File: config.mk
export PLATFORM = sky130hd
export DESIGN_NAME = async_upordowncounter
export DESIGN_NICKNAME = d
export VERILOG_FILES = /design/src/rtl/async_upordowncounter_t_ff.sv /design/src/rtl/async_upordowncounter.sv
export SDC_FILE = /design/constraint.sdc
export NUM_CORES = 1
export LEC_CHECK = 0
export CAP_MARGIN = 20
export CORE_AREA = 2 2 39 41
export CTS_BUF_LIST = sky130_fd_sc_hd__clkbuf_4
export DETAILED_ROUTE_END_ITERATION = 8
export DIE_AREA = 0 0 41 43
export SLEW_MARGIN = 20
export SYNTH_ARGS = -nofsm -noshare
export SYNTH_HDL_FRONTEND = slang
export SYNTH_SLANG_ARGS = --single-unit
File: constraint.sdc
create_clock -name clk -period 1.3 [get_ports clk]
set_clock_uncertainty 0.1 [all_clocks]
set_input_delay 0.195 -clock clk [delete_from_list [all_inputs] [get_ports clk]]
set_output_delay 0.195 -clock clk [all_outputs]
set_load 0.02 [all_outputs]
File: src/rtl/async_upordowncounter_t_ff.sv
// rtl/async_upordowncounter_t_ff.sv - single T flip-flop with synchronous active-high reset
module t_ff (
    input  logic clk,
    input  logic rst,
    input  logic t,
    output logic q,
    output logic qbar
);

    // Power-up value keeps q defined before the first reset edge.
    logic q_r = 1'b0;

    always_ff @(posedge clk) begin
        if (rst) begin
            q_r <= 1'b0;
        end else if (t) begin
            q_r <= ~q_r;
        end
    end

    assign q    = q_r;
    assign qbar = ~q_r;

endmodule

File: src/rtl/async_upordowncounter.sv
// rtl/async_upordowncounter.sv - up/down counter built from a T flip-flop chain in one clock domain
module async_upordowncounter #(
    parameter int WIDTH = 2
) (
    input  logic             clk,
    input  logic             rst,
    input  logic             t,
    input  logic             up,
    output logic [WIDTH-1:0] q,
    output logic [WIDTH-1:0] qbar
);

    logic [WIDTH-1:0] tog;
    logic             all_ones;
    logic             all_zeros;

    // Bit i toggles when every lower bit is 1 (counting up) or 0 (counting down).
    always_comb begin
        tog       = '0;
        all_ones  = 1'b1;
        all_zeros = 1'b1;
        for (int i = 0; i < WIDTH; i++) begin
            all_ones  = 1'b1;
            all_zeros = 1'b1;
            for (int j = 0; j < i; j++) begin
                all_ones  = all_ones & q[j];
                all_zeros = all_zeros & ~q[j];
            end
            tog[i] = t & (up ? all_ones : all_zeros);
        end
    end

    for (genvar i = 0; i < WIDTH; i++) begin : g_bit
        t_ff u_t_ff (
            .clk  (clk),
            .rst  (rst),
            .t    (tog[i]),
            .q    (q[i]),
            .qbar (qbar[i])
        );
    end

endmodule

==> reports/results.tsv <==
metric	value	unit
status	finished clean	
largest net degree at the start of global routing	5	
Slew @ Worst Pin	0.198	ns
Final Hold Fails	0	
CTS sink cnt	2	
vias post-DR	104	
DR DRC count	0	
fin nets	26	
Top Layer Used	met3	
Fin Hold WS	0.436	ns
DRT antenna net count	0	
leakage	0.0795	nW
Combinational Power Share	23.0	%
Yosys top cell by area	dfxtp_1	
DIE AREA	0.00176	mm²
area occupied by multi-input gates	41.3	µm²
first-pass GRT wire length	331	µm
Distinct cells, synth	7	
maximum VDD drop	149	µV
Cell Int Power	0.203	mW
Buffers on Ports	7	
DRT iter0 DRCs	0	
Mapped Area	119	µm²
flop-to-flop setup slack	0.29	ns
CTS tree	done	
register area share after synthesis	33.7	%
initial antenna violation count	0	
Critical-path top delay cell	dfxtp_2	
Post-synth top flop	dfxtp_1	
clock power share	50.0	%
CTS max path bufs	2	
WL met2	105	µm
CP Launch Type	flop	
die extent in y	43	µm
max-cap violations	0	
Initial DRT Pass Iterations	1	
ys async rst share	0	%
Synth top cells by count	buf_4, dfxtp_1, inv_1, nor2_1, xnor2_1	
total routed wirelength	230	µm
share of layout cells above drive strength 1	20.0	%
Layout fillers	162	
Syn. warnings	0	
Clk Tree Root Cell	clkbuf_4	
core area	0.00138	mm²
htree depth	1	
vias per cell	2.89	
count leader, synth	buf_4	
crit path kind	flop to primary output	
WP data arrival	0.92	ns
Max Clk Rate	824	MHz
synthesized instance count	14	
CP Cell Sequence	inv_1 > dlygate4sd2_1	
crit path time final	1.21	ns
Yosys reg bits	2	
Initial Util	8.59	%
TritonCTS Buffers	3	
n_diodes	0	
IO Pins	8	
switching share of power	27.3	%
fin. max-slew vios	0	
Final setup violation count	0	
Max transition margin	86.7	%
gp weighted congestion	0.427	
Reg area	41.3	µm²
Chip Width	41	µm
Worst-path clk slew	0.03	ns
GRT Total Usage	4.10	%
met3 routed WL	30	µm
mean post-synth cell area	8.49	µm²
crit-path max FO	4	
unrepaired setup endpoints after global routing	false	
CP required	1.00	ns
Congestion Overflow GR	0	
switching pwr	0.0764	mW
number of core rows	14	
WL met1	94	µm
crit share post-route	93.4	%
crit-path max cell delay	0.34	ns
Hold Path Class	flop to flop	
Area growth syn-to-layout	66.3	%
Power Dens Cells	1410	mW/mm²
CP Capture Type	primary output	
sequential share of power	27.0	%
Post-synth EDFFs	0	
max reg flops	2	
# hold bufs at CTS	0	
Clock Latency Late Sink	0.23	ns
share of the synthesized area in the top cell type	33.7	%
number of global-route vias before repair	90	
final core occ	14.3	%
routed len/inst	6.39	µm
syn_nets	18	
main area contributors after synthesis	dfxtp_1, buf_4, xnor2_1, a31o_1, a211oi_1	
[critical path: cells and delay by family (launching register included)]
family                 cells  cell delay, ns
flip-flops                 1            0.34
buffers and inverters      2            0.35
[layout make-up]
type | count | area share [%]
Tap cell | 16 | 10.1
Sequential cell | 2 | 20.9
Clock buffer | 3 | 11.4
Multi-Input combinational cell | 6 | 20.9
Timing Repair Buffer | 7 | 32.9
Inverter | 2 | 3.80
[logic make-up (layout without fill, tap and decap cells)]
kind of cell              after synthesis  after routing  synth area share (%)
and+or+nand+nor                         2              2                  6.32
buffers and inverters                   6             12                  31.6
xor gates and xnor gates                2              2                  14.7
AOI/OAI and AO/OA                       2              2                  13.7
DFF                                     2              2                  33.7
[per-layer routing]
layer / global-route usage [%] / vias up
li1: - / 55
met1: 2.23 / 44
met2: 4.06 / 5
met3: 6.28 / 0
met4: 6.00 / 0
met5: 0 / -
[path summary, 6_finish.rpt]
kind	cells after the start	start	endpoint
min	2	g_bit[0].u_t_ff.q	g_bit[0].u_t_ff.q
max	2	g_bit[0].u_t_ff.q	qbar[0]
min reg2reg	2	g_bit[0].u_t_ff.q	g_bit[0].u_t_ff.q
max reg2reg	3	g_bit[0].u_t_ff.q	g_bit[1].u_t_ff.q
[through the flow]
stage	worst slack, ns	cells	power [mW]	instance area, µm²	TNS, ns
2_1_floorplan	0.313	14	0.130	119	0
3_3_place_gp	-0.00657	33	0.151	179	-0.00854
3_5_place_dp	-0.0164	33	0.151	179	-0.0279
4_1_cts	0.0223	36	0.290	196	0
5_1_grt	0.0199	36	0.313	198	0
6_report	0.0864	36	0.280	198	0
[cells in the final DEF, fill, tap and decap left out, drive strengths merged]
master         count
dlygate4sd2        4
clkbuf             3
clkdlybuf4s50      3
inv                2
xnor2              2
nor2               2
dfxtp              2
a211oi             1
a31o               1
[power groups by stage]
stage          clock network [mW]  logic (mW)  registers (mW)
2_1_floorplan                   0      0.0551          0.0753
3_3_place_gp                    0      0.0745          0.0763
3_5_place_dp                    0      0.0749          0.0763
4_1_cts                     0.150      0.0654          0.0750
5_1_grt                     0.166      0.0707          0.0768
6_report                    0.140      0.0644          0.0755
[what timing repair did]
| item | in CTS | in global routing |
|---|---|---|
| resized for setup | 4 | 1 |
| buffers inserted | 0 | 0 |
| endpoints found under the setup margin | 4 | 2 |
Note: power is estimated with default switching activity, not from simulation.
